`src/rtl/control_sequencer.sv`:
```
// control_sequencer
//   Hardwired control unit for a single-bus CPU datapath. It steps through
//   IDLE -> fetch (T0..T2) -> execute (T3..T7), with optional memory wait
//   states (RWAIT, WWAIT), a single-step PAUSE state and a terminal HALT.
//   Every output is registered. The outputs for a state are computed from the
//   next state, and the outputs are loaded on the same edge that enters that
//   state. As a result, each control is high for exactly the cycles spent in
//   its state.
//
// Ports
//   Clock      rising-edge clock
//   clear      asynchronous active-high reset (to IDLE, all outputs 0)
//   start      leave IDLE and begin fetching
//   step_mode  single-step enable, sampled only at instruction boundaries
//   step_req   permits one instruction while in single-step mode
//   ir_op      IR[31:27], latched at the end of T2
//   con_ff     branch condition, sampled on the edge that enters brx T6
//   drv[8:0]   PCout Zlowout Zhighout MDRout Rout BAout Cout HIout LOout
//   ld[9:0]    PCin MARin MDRin IRin Yin Zin Rin CONin HIin LOin
//   sel[2:0]   Gra Grb Grc
//   mem[2:0]   Read Write IncPC
//   alu_op     ALU operation, non-zero only together with Zin
//   run        high in every state except IDLE and HALT
//   step       state index (0..7 Tn, 8 RWAIT, 9 WWAIT, 13 PAUSE, 14 HALT, 15 IDLE)
//   illegal    one-cycle pulse in T3 of an undefined opcode
module control_sequencer #(
    parameter int RD_WAIT = 0,
    parameter int WR_WAIT = 0
) (
    input  logic       Clock,
    input  logic       clear,
    input  logic       start,
    input  logic       step_mode,
    input  logic       step_req,
    input  logic [4:0] ir_op,
    input  logic       con_ff,
    output logic [8:0] drv,
    output logic [9:0] ld,
    output logic [2:0] sel,
    output logic [2:0] mem,
    output logic [4:0] alu_op,
    output logic       run,
    output logic [3:0] step,
    output logic       illegal
);

    // The state encoding equals the reported step index.
    typedef enum logic [3:0] {
        T0 = 4'd0, T1 = 4'd1, T2 = 4'd2, T3 = 4'd3,
        T4 = 4'd4, T5 = 4'd5, T6 = 4'd6, T7 = 4'd7,
        RWAIT = 4'd8, WWAIT = 4'd9,
        PAUSE = 4'd13, HALT = 4'd14, IDLE = 4'd15
    } state_t;

    typedef struct packed {
        logic       run;
        logic [3:0] step;
        logic       illegal;
        logic [4:0] alu_op;
        logic [2:0] mem;
        logic [2:0] sel;
        logic [9:0] ld;
        logic [8:0] drv;
    } ctl_t;

    // Bus driver bits
    localparam int PCOUT = 0, ZLOOUT = 1, MDROUT = 3, ROUT = 4, BAOUT = 5, COUT = 6;
    // Register load bits
    localparam int PCIN = 0, MARIN = 1, MDRIN = 2, IRIN = 3, YIN = 4, ZIN = 5, RIN = 6, CONIN = 7;
    // Register select and memory bits
    localparam int GRA = 0, GRB = 1, GRC = 2;
    localparam int READ = 0, WRITE = 1, INCPC = 2;

    localparam logic [4:0] OP_LD   = 5'b00000, OP_ST  = 5'b00010, OP_ADD = 5'b00011,
                           OP_SUB  = 5'b00100, OP_AND = 5'b00101, OP_OR  = 5'b00110,
                           OP_ADDI = 5'b01100, OP_BRX = 5'b10011, OP_JR  = 5'b10100,
                           OP_NOP  = 5'b11010, OP_HALT = 5'b11011;

    localparam logic [2:0] RD_CNT = 3'(RD_WAIT);
    localparam logic [2:0] WR_CNT = 3'(WR_WAIT);

    state_t     state, state_n, t0_entry;
    logic [4:0] op, op_n;
    logic [2:0] cnt, cnt_n;
    logic       rd_late, late_n;   // 1: the RWAIT belongs to ld T6, so return to T7
    ctl_t       ctl;

    function automatic logic is_alu(input logic [4:0] o);
        return (o == OP_ADD) || (o == OP_SUB) || (o == OP_AND) || (o == OP_OR);
    endfunction

    function automatic logic is_mem(input logic [4:0] o);
        return (o == OP_LD) || (o == OP_ST);
    endfunction

    // Controls for a given state. The opcode input only matters from T3 on.
    function automatic ctl_t decode(input state_t s, input logic [4:0] o, input logic cf);
        ctl_t c;
        c      = '0;
        c.step = s;
        c.run  = (s != IDLE) && (s != HALT);
        case (s)
            T0: begin
                c.drv[PCOUT] = 1'b1; c.ld[MARIN] = 1'b1; c.mem[INCPC] = 1'b1;
                c.ld[ZIN] = 1'b1; c.alu_op = OP_ADD;
            end
            T1: begin
                c.drv[ZLOOUT] = 1'b1; c.ld[PCIN] = 1'b1;
                c.mem[READ] = 1'b1; c.ld[MDRIN] = 1'b1;
            end
            RWAIT: begin
                c.mem[READ] = 1'b1; c.ld[MDRIN] = 1'b1;
            end
            T2: begin
                c.drv[MDROUT] = 1'b1; c.ld[IRIN] = 1'b1;
            end
            T3: begin
                if (is_alu(o) || o == OP_ADDI) begin
                    c.sel[GRB] = 1'b1; c.drv[ROUT] = 1'b1; c.ld[YIN] = 1'b1;
                end else if (is_mem(o)) begin
                    c.sel[GRB] = 1'b1; c.drv[BAOUT] = 1'b1; c.ld[YIN] = 1'b1;
                end else if (o == OP_JR) begin
                    c.sel[GRA] = 1'b1; c.drv[ROUT] = 1'b1; c.ld[PCIN] = 1'b1;
                end else if (o == OP_BRX) begin
                    c.sel[GRA] = 1'b1; c.drv[ROUT] = 1'b1; c.ld[CONIN] = 1'b1;
                end else if (o != OP_NOP && o != OP_HALT) begin
                    c.illegal = 1'b1;
                end
            end
            T4: begin
                if (is_alu(o)) begin
                    c.sel[GRC] = 1'b1; c.drv[ROUT] = 1'b1; c.ld[ZIN] = 1'b1; c.alu_op = o;
                end else if (o == OP_ADDI || is_mem(o)) begin
                    c.drv[COUT] = 1'b1; c.ld[ZIN] = 1'b1; c.alu_op = OP_ADD;
                end else if (o == OP_BRX) begin
                    c.drv[PCOUT] = 1'b1; c.ld[YIN] = 1'b1;
                end
            end
            T5: begin
                if (is_alu(o) || o == OP_ADDI) begin
                    c.drv[ZLOOUT] = 1'b1; c.sel[GRA] = 1'b1; c.ld[RIN] = 1'b1;
                end else if (is_mem(o)) begin
                    c.drv[ZLOOUT] = 1'b1; c.ld[MARIN] = 1'b1;
                end else if (o == OP_BRX) begin
                    c.drv[COUT] = 1'b1; c.ld[ZIN] = 1'b1; c.alu_op = OP_ADD;
                end
            end
            T6: begin
                if (o == OP_BRX) begin
                    c.drv[ZLOOUT] = 1'b1; c.ld[PCIN] = cf;
                end else if (o == OP_LD) begin
                    c.mem[READ] = 1'b1; c.ld[MDRIN] = 1'b1;
                end else if (o == OP_ST) begin
                    c.sel[GRA] = 1'b1; c.drv[ROUT] = 1'b1; c.ld[MDRIN] = 1'b1;
                end
            end
            T7: begin
                if (o == OP_LD) begin
                    c.drv[MDROUT] = 1'b1; c.sel[GRA] = 1'b1; c.ld[RIN] = 1'b1;
                end else if (o == OP_ST) begin
                    c.mem[WRITE] = 1'b1;
                end
            end
            WWAIT: c.mem[WRITE] = 1'b1;
            default: ;
        endcase
        return c;
    endfunction

    // Next state. Every path back to T0 goes through t0_entry, so step_mode
    // is only acted on at instruction boundaries.
    always_comb begin
        state_n  = state;
        op_n     = op;
        cnt_n    = cnt;
        late_n   = rd_late;
        t0_entry = (step_mode && !step_req) ? PAUSE : T0;
        case (state)
            IDLE:  if (start) state_n = t0_entry;
            PAUSE: if (step_req || !step_mode) state_n = T0;
            HALT:  state_n = HALT;
            T0:    state_n = T1;
            T1: begin
                if (RD_CNT != 3'd0) begin
                    state_n = RWAIT; cnt_n = RD_CNT; late_n = 1'b0;
                end else begin
                    state_n = T2;
                end
            end
            RWAIT: begin
                if (cnt <= 3'd1) begin
                    cnt_n   = 3'd0;
                    state_n = rd_late ? T7 : T2;
                end else begin
                    cnt_n = cnt - 3'd1;
                end
            end
            T2: begin
                op_n    = ir_op;
                state_n = T3;
            end
            T3: begin
                if (op == OP_HALT)
                    state_n = HALT;
                else if (is_alu(op) || is_mem(op) || op == OP_ADDI || op == OP_BRX)
                    state_n = T4;
                else
                    state_n = t0_entry;
            end
            T4: state_n = T5;
            T5: state_n = (is_alu(op) || op == OP_ADDI) ? t0_entry : T6;
            T6: begin
                if (op == OP_LD && RD_CNT != 3'd0) begin
                    state_n = RWAIT; cnt_n = RD_CNT; late_n = 1'b1;
                end else if (op == OP_BRX) begin
                    state_n = t0_entry;
                end else begin
                    state_n = T7;
                end
            end
            T7: begin
                if (op == OP_ST && WR_CNT != 3'd0) begin
                    state_n = WWAIT; cnt_n = WR_CNT;
                end else begin
                    state_n = t0_entry;
                end
            end
            WWAIT: begin
                if (cnt <= 3'd1) begin
                    cnt_n   = 3'd0;
                    state_n = t0_entry;
                end else begin
                    cnt_n = cnt - 3'd1;
                end
            end
            default: state_n = IDLE;
        endcase
    end

    always_ff @(posedge Clock or posedge clear) begin
        if (clear) begin
            state   <= IDLE;
            op      <= 5'd0;
            cnt     <= 3'd0;
            rd_late <= 1'b0;
        end else begin
            state   <= state_n;
            op      <= op_n;
            cnt     <= cnt_n;
            rd_late <= late_n;
        end
    end

    // Registered outputs. They are decoded from the state being entered.
    always_ff @(posedge Clock or posedge clear) begin
        if (clear) begin
            ctl      <= '0;
            ctl.step <= 4'hF;
        end else begin
            ctl <= decode(state_n, op_n, con_ff);
        end
    end

    assign drv     = ctl.drv;
    assign ld      = ctl.ld;
    assign sel     = ctl.sel;
    assign mem     = ctl.mem;
    assign alu_op  = ctl.alu_op;
    assign run     = ctl.run;
    assign step    = ctl.step;
    assign illegal = ctl.illegal;

endmodule

```
`config.mk`:
```
export PLATFORM = sky130hd
export DESIGN_NAME = control_sequencer
export DESIGN_NICKNAME = d
export VERILOG_FILES = /design/src/rtl/control_sequencer.sv
export SDC_FILE = /design/constraint.sdc
export NUM_CORES = 1
export LEC_CHECK = 0
export CORE_MARGIN = 1
export CORE_UTILIZATION = 30
export DETAILED_ROUTE_END_ITERATION = 12
export PLACE_DENSITY = 0.49
export SKIP_LAST_GASP = 1
export SLEW_MARGIN = 20
export SYNTH_ARGS = -nofsm -noshare
export SYNTH_HDL_FRONTEND = slang
export SYNTH_SLANG_ARGS = --single-unit
```
`constraint.sdc`:
```
create_clock -name Clock -period 3.25 [get_ports Clock]
set_clock_uncertainty 0.05 [all_clocks]
set_input_delay 0.4875 -clock Clock [delete_from_list [all_inputs] [get_ports Clock]]
set_output_delay 0.4875 -clock Clock [all_outputs]
set_load 0.005 [all_outputs]
```
==> results.py <==
metrics = {
    "route": {
        "wl_per_cell_um": 14.40,
        "drc_errors": 0,
        "first_pass_iters": 4,
        "wirelength_um": 5646,
        "viasPerCell": 5.018,
        "num_vias": 1967,
        "final_antenna_net_count": 0,
        "first_iter_violations": 161,
    },
    "placement": {
        "place_hpwl_um": 4157,
        "port_buffers": 41,
        "gp_congestion": 0.8372,
    },
    "logic_synthesis": {
        "synth_top_family_by_area": "simple AND/OR/NAND/NOR gates",
        "synth.area.mux_share_pct": 3.529,
        "yosys.area_share.simple_pct": 24.97,
        "synthesis.area_um2": 2305,
        "synthArstFlopShare_pct": 100.0,
        "synth-edff-count": 0,
        "synthCells": 247,
        "ys_warn_count": 0,
        "yosys_most_used_dff": "dfrtp_1",
        "synth_top_area_share_pct": 38.00,
        "post_synth.cell_area_avg_um2": 9.331,
        "ys_seq_area_share_pct": 42.56,
        "synth_area_leader_cell": "dfrtp_1",
        "ys_ff_latch": 39,
        "yosys-top-cells-count": "dfrtp_1, nand2_1, nor2_1",
        "synth_xor_area_share_pct": 0.7600,
        "synth_area_leaders": "dfrtp_1, dfstp_2, nand2_1, nor2_1, mux2i_1",
        "synthAdderAreaFrac_pct": 1.954,
        "synth_compound_area_share_pct": 18.19,
        "ys_types": 67,
        "yosysMostFrequentCell": "dfrtp_1",
    },
    "floorplan": {
        "rows": 31,
        "die_height_um": 89.65,
        "io-pin-count": 47,
        "die-width_um": 89.65,
        "start_util_pct": 31.44,
        "die-area_um2": 8037,
        "coreArea_um2": 7331,
    },
    "critical_path": {
        "startpoint_type": "register",
        "endpoint_kind": "register",
        "crit_chain": "inv_1 > ha_1 > o21ba_2 > nor2_1 > o211ai_1 > a2111oi_0 > nand4b_1 > buf_4 > o31ai_1",
        "critPathKind": "register to register",
        "crit_slowest_cell": "a2111oi_0",
        "crit_arrival_ns": 2.88,
        "critical_path.max_fanout": 11,
        "cp_data_required_time_ns": 3.39,
        "critical_path.top_delay_family": "compound AO/OA/AOI/OAI gates",
        "critPathMaxStageDelay_ns": 0.70,
        "path_buf_inv": 2,
    },
    "flow_run": {
        "maxCapViolCount": 0,
    },
    "clocking": {
        "clock_path_buffers": 2,
        "htree_levels": 2,
        "post_cts_resized": 0,
        "clk-insertion-delay-late_ns": 0.29,
        "post_cts_buffers": 0,
        "cts.sinks": 39,
        "hold_buffers": 0,
        "numCtsBuffers": 5,
        "clk_pin_slew_worst_paths_ns": 0.07,
        "cts_tree": "done",
        "cts-root-buf": "clkbuf_8",
    },
    "global_routing": {
        "grt_pass1_wl_um": 9342,
        "grt_pass1_vias": 1844,
        "grtUsageTotal_pct": 15.31,
        "grt_max_degree": 28,
        "antenna_found_initial": 0,
        "grt_overflow": 0,
    },
    "sta": {
        "fmax_ghz": 0.3651,
        "hold_viol": 0,
        "setup_tns_ns": 0,
        "worstMarginPinSlew_ns": 0.8527,
        "min_period_ns": 2.739,
        "period_share_pct": 84.28,
        "slew_violations": 0,
        "slew_headroom_pct": 43.09,
        "finalSetupViolCount": 0,
        "rsz0062_at_grt": "false",
    },
    "power_and_ir_drop": {
        "p_total_mw": 2.632,
        "ir_drop_v": 0.0002712,
        "power_leakage_nw": 1.214,
        "powerDensity_nw_per_um2": 907.5,
    },
    "layout": {
        "fin_nets": 305,
        "ff_latch_area_um2": 980.9,
        "fillers": 738,
        "n_antenna_cell": 0,
        "drive_above_1_share_pct": 12.29,
        "area_growth_pct": 25.84,
        "multi_input_area_um2": 1165,
    },
    "worst_hold_path": {
        "min_path_type": "register to register",
    },
    "status": {
        "status": "completed",
    },
}
## final timing paths
check,start,endpoint,slack [ns],cells after the start
worst min-delay path,cnt[1],cnt[1],0.46,2
worst max-delay path,cnt[1],ld[4],0.51,9
min in group asynchronous,clear,ld[3],0.63,2
worst max register to register,cnt[1],ld[4],0.51,9
worst min register to register,cnt[1],cnt[1],0.46,2
max in group asynchronous,clear,step[2],1.79,3
## placed cells by master (no fill, tap or decap), drive strengths merged, types with 3 or more instances in the layout
master	instances
clkdlybuf4s50	41
dfrtp	35
nand2	21
nor2	19
o21ai	16
inv	14
nor3	12
buf	11
nand3	10
mux2i	7
conb	7
clkbuf	7
nand2b	6
a21oi	6
o31ai	6
nor2b	5
a211oi	5
o211ai	5
dfstp	4
and3	3
nand4	3
a21o	3
## logic make-up after synthesis
| family | Yosys count |
|---|---|
| flip-flops | 39 |
| other | 1 |
| AO/OA/AOI/OAI | 59 |
| buffers and inverters | 35 |
| multiplexers | 8 |
| XOR/XNOR | 2 |
| AND/OR/NAND/NOR | 99 |
| adder cells (fa/ha/maj) | 4 |
## stage by stage
| stage | utilization [%] | area (µm²) | worst slack [ns] | hold slack [ns] | std cells |
|---|---|---|---|---|---|
| global placement | 38.45 | 2819 | 0.5335 | 0.4402 | 384 |
| CTS | 39.56 | 2900 | 0.5705 | 0.4621 | 392 |
| global route | 39.56 | 2900 | 0.2323 | 0.4989 | 392 |
| finish | 39.56 | 2900 | 0.5108 | 0.4608 | 392 |
| detailed placement | 38.45 | 2819 | 0.4682 | 0.4444 | 384 |
| floorplan | - | 2327 | 0.9559 | 0.4220 | 253 |
## flip-flops by register name (all words and copies together), names as in the netlist, 3 cells and up
register  count
mem           3
op            5
step          4
alu_op        5
sel           3
drv           6
ld            8
cnt           3
## worst reg2reg max path, cell delays in order (launching register included)
cell and delay [ns]:
dfrtp_1 0.40, inv_1 0.08, ha_1 0.13, o21ba_2 0.17, nor2_1 0.38, o211ai_1 0.15, a2111oi_0 0.70, nand4b_1 0.19
buf_4 0.21, o31ai_1 0.19
## cell type report
class | count | share of cell area [%]
Multi-Input combinational cell | 179 | 40.16
Sequential cell | 39 | 33.82
Timing Repair Buffer | 52 | 17.00
Tap cell | 99 | 4.271
Clock buffer | 7 | 2.632
Inverter | 15 | 1.941
Clock inverter | 1 | 0.1726
## power breakdown
| part | switching, mW | total [mW] | internal (mW) |
|---|---|---|---|
| Sequential | 0.192 | 0.842 | 0.650 |
| Combinational | 0.821 | 1.48 | 0.659 |
| Clock | 0.159 | 0.310 | 0.151 |
| Total | 1.17 | 2.63 | 1.46 |
## per-layer routing
layer	share of wire, %	GRT usage [%]
met5	0	0
met3	4.3	2.468
met2	48	25.55
met4	1.9	5.772
met1	46	19.91
Power figures use the tool's default switching activity.
